`src/rtl/ex_operand_stage.sv`:
```
// ID/EX pipeline register with operand forwarding from MEM/WB, load-use stall
// detection and bubble insertion on stall or branch flush.
module ex_operand_stage (
  input  logic        clk,
  input  logic        rst_n,
  input  logic        id_valid,
  input  logic [4:0]  id_rs,
  input  logic [4:0]  id_rt,
  input  logic        id_uses_rs,
  input  logic        id_uses_rt,
  input  logic [31:0] id_rs_val,
  input  logic [31:0] id_rt_val,
  input  logic [31:0] id_imm,
  input  logic [4:0]  id_shamt,
  input  logic [3:0]  id_alu_op,
  input  logic        id_alu_src,
  input  logic [4:0]  id_wreg,
  input  logic        id_reg_write,
  input  logic        id_mem_read,
  input  logic        id_mem_write,
  input  logic        id_mem_to_reg,
  input  logic        flush,
  input  logic        mem_reg_write,
  input  logic [4:0]  mem_wreg,
  input  logic [31:0] mem_result,
  input  logic        wb_reg_write,
  input  logic [4:0]  wb_wreg,
  input  logic [31:0] wb_result,
  output logic        stall,
  output logic        ex_valid,
  output logic [31:0] alu_a,
  output logic [31:0] alu_b,
  output logic [4:0]  alu_shamt,
  output logic [3:0]  alu_op,
  output logic [31:0] ex_store_data,
  output logic [4:0]  ex_wreg,
  output logic        ex_reg_write,
  output logic        ex_mem_read,
  output logic        ex_mem_write,
  output logic        ex_mem_to_reg
);

  localparam int unsigned XLEN = 32;
  localparam int unsigned RW   = 5;
  localparam int unsigned OPW  = 4;

  typedef struct packed {
    logic            valid;
    logic [RW-1:0]   rs;
    logic [RW-1:0]   rt;
    logic [XLEN-1:0] rs_val;
    logic [XLEN-1:0] rt_val;
    logic [XLEN-1:0] imm;
    logic [RW-1:0]   shamt;
    logic [OPW-1:0]  alu_op;
    logic            alu_src;
    logic [RW-1:0]   wreg;
    logic            reg_write;
    logic            mem_read;
    logic            mem_write;
    logic            mem_to_reg;
  } ex_reg_t;

  ex_reg_t ex_q;
  ex_reg_t ex_d;
  logic    load_use;
  logic [XLEN-1:0] fwd_rs;
  logic [XLEN-1:0] fwd_rt;

  // Consumer in ID reads the register a load in EX has not yet fetched.
  always_comb begin
    load_use = 1'b0;
    if (id_valid && ex_q.valid && ex_q.mem_read && (ex_q.wreg != RW'(0))) begin
      load_use = (id_uses_rs && (id_rs == ex_q.wreg)) ||
                 (id_uses_rt && (id_rt == ex_q.wreg));
    end
  end

  assign stall = load_use & ~flush;

  // Flush or load-use inserts an all-zero bubble; otherwise capture ID.
  always_comb begin
    ex_d = '0;
    if (!flush && !load_use) begin
      ex_d.valid      = id_valid;
      ex_d.rs         = id_rs;
      ex_d.rt         = id_rt;
      ex_d.rs_val     = id_rs_val;
      ex_d.rt_val     = id_rt_val;
      ex_d.imm        = id_imm;
      ex_d.shamt      = id_shamt;
      ex_d.alu_op     = id_alu_op;
      ex_d.alu_src    = id_alu_src;
      ex_d.wreg       = id_wreg;
      ex_d.reg_write  = id_reg_write;
      ex_d.mem_read   = id_mem_read;
      ex_d.mem_write  = id_mem_write;
      ex_d.mem_to_reg = id_mem_to_reg;
    end
  end

  always_ff @(posedge clk) begin
    if (!rst_n) begin
      ex_q <= '0;
    end else begin
      ex_q <= ex_d;
    end
  end

  // MEM has priority over WB; register 0 is hardwired and never forwarded.
  always_comb begin
    fwd_rs = ex_q.rs_val;
    if (mem_reg_write && (mem_wreg != RW'(0)) && (mem_wreg == ex_q.rs)) begin
      fwd_rs = mem_result;
    end else if (wb_reg_write && (wb_wreg != RW'(0)) && (wb_wreg == ex_q.rs)) begin
      fwd_rs = wb_result;
    end
  end

  always_comb begin
    fwd_rt = ex_q.rt_val;
    if (mem_reg_write && (mem_wreg != RW'(0)) && (mem_wreg == ex_q.rt)) begin
      fwd_rt = mem_result;
    end else if (wb_reg_write && (wb_wreg != RW'(0)) && (wb_wreg == ex_q.rt)) begin
      fwd_rt = wb_result;
    end
  end

  assign ex_valid      = ex_q.valid;
  assign alu_a         = fwd_rs;
  assign alu_b         = ex_q.alu_src ? ex_q.imm : fwd_rt;
  assign ex_store_data = fwd_rt;
  assign alu_shamt     = ex_q.shamt;
  assign alu_op        = ex_q.alu_op;
  assign ex_wreg       = ex_q.wreg;
  assign ex_reg_write  = ex_q.valid & ex_q.reg_write;
  assign ex_mem_read   = ex_q.valid & ex_q.mem_read;
  assign ex_mem_write  = ex_q.valid & ex_q.mem_write;
  assign ex_mem_to_reg = ex_q.valid & ex_q.mem_to_reg;

endmodule

```
`config.mk`:
```
export PLATFORM = sky130hd
export DESIGN_NAME = ex_operand_stage
export DESIGN_NICKNAME = d
export VERILOG_FILES = /design/src/rtl/ex_operand_stage.sv
export SDC_FILE = /design/constraint.sdc
export NUM_CORES = 1
export LEC_CHECK = 0
export ABC_AREA = 1
export BUFFER_PORTS_ARGS = -buffer_cell sky130_fd_sc_hd__buf_2
export CAP_MARGIN = 10
export CORE_ASPECT_RATIO = 0.7
export CORE_MARGIN = 5
export CORE_UTILIZATION = 45
export DETAILED_ROUTE_END_ITERATION = 10
export GPL_ROUTABILITY_DRIVEN = 0
export GPL_TIMING_DRIVEN = 0
export PLACE_DENSITY = 0.88
export REMOVE_ABC_BUFFERS = 1
export SYNTH_ARGS = -nofsm -noshare
export SYNTH_HDL_FRONTEND = slang
export SYNTH_SLANG_ARGS = --single-unit
```
`constraint.sdc`:
```
create_clock -name clk -period 3.1 [get_ports clk]
set_input_delay 0.155 -clock clk [delete_from_list [all_inputs] [get_ports clk]]
set_output_delay 0.155 -clock clk [all_outputs]
set_load 0.05 [all_outputs]
```
==> implementation parameters <==
Parameter                              Value

Status
  Status ... completed

Pwr
  Share of total power in the clock network ... 40.9%
  Proportion of total power due to net switching ... 32.2%
  Part of the total power dissipated in combinational logic ... 23.6%
  Pwr/cell area ... 478 nW/um^2
  Switching power ... 0.00155 W
  Sequential group share of total power ... 35.6%
  Static Leak ... 5.83 nW
  Peak ir drop on the vdd network ... 0.000311 V
  Internal power ... 0.00327 W

Place
  DP Wirelength ... 16600 um
  Post-place setup slack ... -0.455 ns
  Port Buffers ... 322

Final layout
  Area of all sequential standard cells ... 2520 um^2
  Fraction of final layout cells with drive strength greater than 1 ... 26.2%
  Commonest cells after routing, fill and taps aside ... 322 x sky130_fd_sc_hd__buf_2, 236 x sky130_fd_sc_hd__inv_1, 165 x sky130_fd_sc_hd__nand3_1
  Number of fillers in the final layout ... 1072
  Footprint of the multi-input gates ... 2890 um^2
  Number of nets in the finished design ... 1628
  Area growth from synthesis to layout ... 53.2%
  Commonest non-fill, non-tap cell in the layout ... sky130_fd_sc_hd__buf_2

Timing
  Setup repair after global routing missed its margin ... no
  Post-route setup slack ... 0.0513 ns
  Final setup violation count ... 0
  Setup Total Neg Slack ... 0 ns
  Hold Violations, Final ... 0
  Tcrit/Tclk final ... 98.3%
  Slew headroom ... 20.8%
  Transition time at the pin with the least slew margin ... 1.19 ns
  Number of slew-limit violations in the final report ... 0
  Minimum clock period after layout ... 3.05 ns
  Clk_skew ... 0.0114 ns
  Maximum clock frequency ... 328 MHz

Detailed routing
  Via count ... 8614
  Drt first pass iters ... 8
  Vias per std cell ... 5.28
  Final routed wirelength across all metal layers ... 29300 um
  Post-detailed-route DRC marker count ... 0
  Detailed Route Iter0 Violations ... 1001
  Antenna-violating nets left ... 0
  Routed WL per cell ... 18.0 um

Clock network
  Later-pin clock latency in the skew report ... 0.40 ns
  Number of buffers created by CTS ... 17
  # clock sinks ... 126
  Root Buffer ... sky130_fd_sc_hd__clkbuf_16
  Number of levels in the clock H-tree ... 4
  Clock transition at the registers of the reported paths ... 0.06 ns
  Clock tree from TritonCTS ... done
  Deepest clock path buffer count ... 2

Setup path
  Cell breakdown of the critical path ... xor2_1, nor2_4, nand3_4, nand3_1, nand3_1, nand2_1, buf_2
  Kind of capture point of the worst setup path ... output port
  Logic depth of the worst path, buffers included ... 7
  Cell occurring most often along the worst timing path ... sky130_fd_sc_hd__nand3_1
  Worst path buffer plus inverter count ... 1
  Worst path max stage delay ... 0.58 ns
  Cell with the biggest individual delay on the critical path ... sky130_fd_sc_hd__nor2_4
  FF-to-FF path depth ... 9
  Required time of the critical path ... 2.94 ns
  Top fanout value on the critical path ... 32
  Cell family contributing the most delay on the critical path ... simple AND/OR/NAND/NOR gates
  Element type at the critical path start ... flip-flop
  Arrival time at the worst endpoint ... 2.89 ns
  Classification of the worst setup path ... reg2out
  FF-to-FF setup slack ... 1.00 ns

Yosys
  Cell taking the most area after synthesis ... sky130_fd_sc_hd__dfxtp_1
  Count of unique library cells instantiated by Yosys ... 24
  Average instance area after synthesis ... 6.47 um^2
  Number of standard cells after synthesis ... 1019
  Post-synth design cell area ... 6590 um^2
  Fraction of post-synthesis cell area in the top cell type by area ... 38.3%
  Yosys synthesis warning count ... 0
  Share of the yosys chip area belonging to registers ... 38.3%
  Yosys reg bits ... 126
  Synth area leaders ... sky130_fd_sc_hd__dfxtp_1 38%, sky130_fd_sc_hd__inv_1 13%, sky130_fd_sc_hd__nand3_1 13%

Floorplanning
  Full die area ... 17200 um^2
  Starting density of the core ... 45.4%
  Boundary Pins ... 323
  DIE HEIGHT ... 111 um
  Die X-Extent ... 155 um
  Standard cell core area ... 14500 um^2
  Number of core rows ... 37

Min path
  Tightest Hold Check Type ... in2reg
  Hold Path Stages ... 3

Flow run
  Number of max-capacitance violations reported ... 0

Global routing
  Vias in the first global route ... 8767
  Global routing usage summed across all routing layers ... 32.8%
  First-pass GRT wire length ... 44900 um
  Number of antenna violations at the first check in global routing ... 2
  Maximum number of pins on one net before global-route repair ... 70
  Overall overflow remaining after global route ... 0
synthesized netlist by cell type:
master / instances
sky130_fd_sc_hd__nor3_4: 1
sky130_fd_sc_hd__nor3_1: 3
sky130_fd_sc_hd__o22ai_1: 4
sky130_fd_sc_hd__clkbuf_1: 11
sky130_fd_sc_hd__xnor2_1: 8
sky130_fd_sc_hd__buf_2: 37
sky130_fd_sc_hd__nand2_1: 144
sky130_fd_sc_hd__nor3_2: 1
sky130_fd_sc_hd__nand3_2: 2
sky130_fd_sc_hd__a21oi_1: 2
sky130_fd_sc_hd__inv_1: 237
sky130_fd_sc_hd__xor2_1: 15
sky130_fd_sc_hd__nor2_2: 3
sky130_fd_sc_hd__buf_1: 3
sky130_fd_sc_hd__nand4_1: 32
sky130_fd_sc_hd__buf_4: 15
sky130_fd_sc_hd__o21ai_1: 13
sky130_fd_sc_hd__nand3_1: 166
sky130_fd_sc_hd__o21ai_0: 21
sky130_fd_sc_hd__nand2_2: 2
sky130_fd_sc_hd__buf_6: 4
sky130_fd_sc_hd__nor2_1: 137
sky130_fd_sc_hd__dfxtp_1: 126
sky130_fd_sc_hd__and2_1: 32
per-layer routing:
metal / share of wire [%] / wire length [um] / GRT usage, % / vias to the layer above
li1: - / - / - / 3885
met1: 35 / 10300 / 37.0 / 3814
met2: 46 / 13600 / 55.3 / 723
met3: 12 / 3510 / 8.66 / 192
met4: 6.8 / 2000 / 19.6 / 0
met5: 0 / 0 / 0 / -
final timing paths:
check	startpoint	endpoint
hold / removal	id_rt[0]	ex_q[115]
setup reg to reg	ex_wreg[3]	ex_q[64]
setup / recovery	ex_q[117]	alu_b[9]
hold reg to reg	ex_q[2]	ex_q[88]
tightest hold or removal path: cells and delay by family:
| family | cells | cell delay, ns |
|---|---|---|
| buf+inv | 2 | 0.13 |
| simple gates | 1 | 0.10 |
power groups by stage:
stage          registers (W)  clock network (W)  logic, W
5_1_grt              0.00172            0.00207   0.00121
4_1_cts              0.00171            0.00200   0.00109
3_5_place_dp         0.00175                  0  0.000947
3_3_place_gp         0.00175                  0  0.000911
2_1_floorplan        0.00177                  0  0.000568
6_report             0.00172            0.00197   0.00114
sequential cells by signal, indices dropped and copies added, names as in the netlist:
signal / flops
ex_q: 111
alu_shamt: 5
ex_wreg: 5
alu_op: 4
ex_valid: 1
cells by family after synthesis:
| group | count (synthesis) | share of synthesized area [%] |
|---|---|---|
| compound gates | 40 | 3.11 |
| xor+xnor | 23 | 3.06 |
| buf+inv | 307 | 19.5 |
| flops | 126 | 38.3 |
| simple gates | 523 | 36.1 |
metrics by stage:
step / hold slack, ns / std cells / utilization (%) / total power (W) / area, um^2
after floorplan: 0.267 / 949 / - / 0.00234 / 6200
after global placement: 0.367 / 1466 / 55.4 / 0.00266 / 8050
after detailed placement: 0.373 / 1471 / 56.6 / 0.00269 / 8220
after CTS: 0.00278 / 1626 / 69.1 / 0.00480 / 10000
after global routing: 0.0149 / 1630 / 69.5 / 0.00499 / 10100
final: 0.0179 / 1630 / 69.5 / 0.00482 / 10100
layout make-up:
| cell class | count | share of cell area (%) |
|---|---|---|
| inverter | 237 | 8.84 |
| clock buffer | 19 | 4.38 |
| tap | 195 | 2.42 |
| multi-input combinational | 591 | 28.6 |
| sequential | 126 | 25.0 |
| clock inverter | 12 | 1.39 |
| timing repair buffer | 448 | 29.4 |
| antenna | 2 | 0.0495 |
timing repair:
| item | 4_1_cts | 5_1_grt |
|---|---|---|
| pin swaps | 6 | 1 |
| hold buffers | 119 | 0 |
| buffers inserted | 1 | 0 |
| hold endpoints to repair | 119 | 0 |
| endpoints found under the setup margin | 96 | 71 |
| gates resized for setup | 3 | 2 |
| cloned | 4 | 1 |
Note: power is estimated with default switching activity, not from simulation.
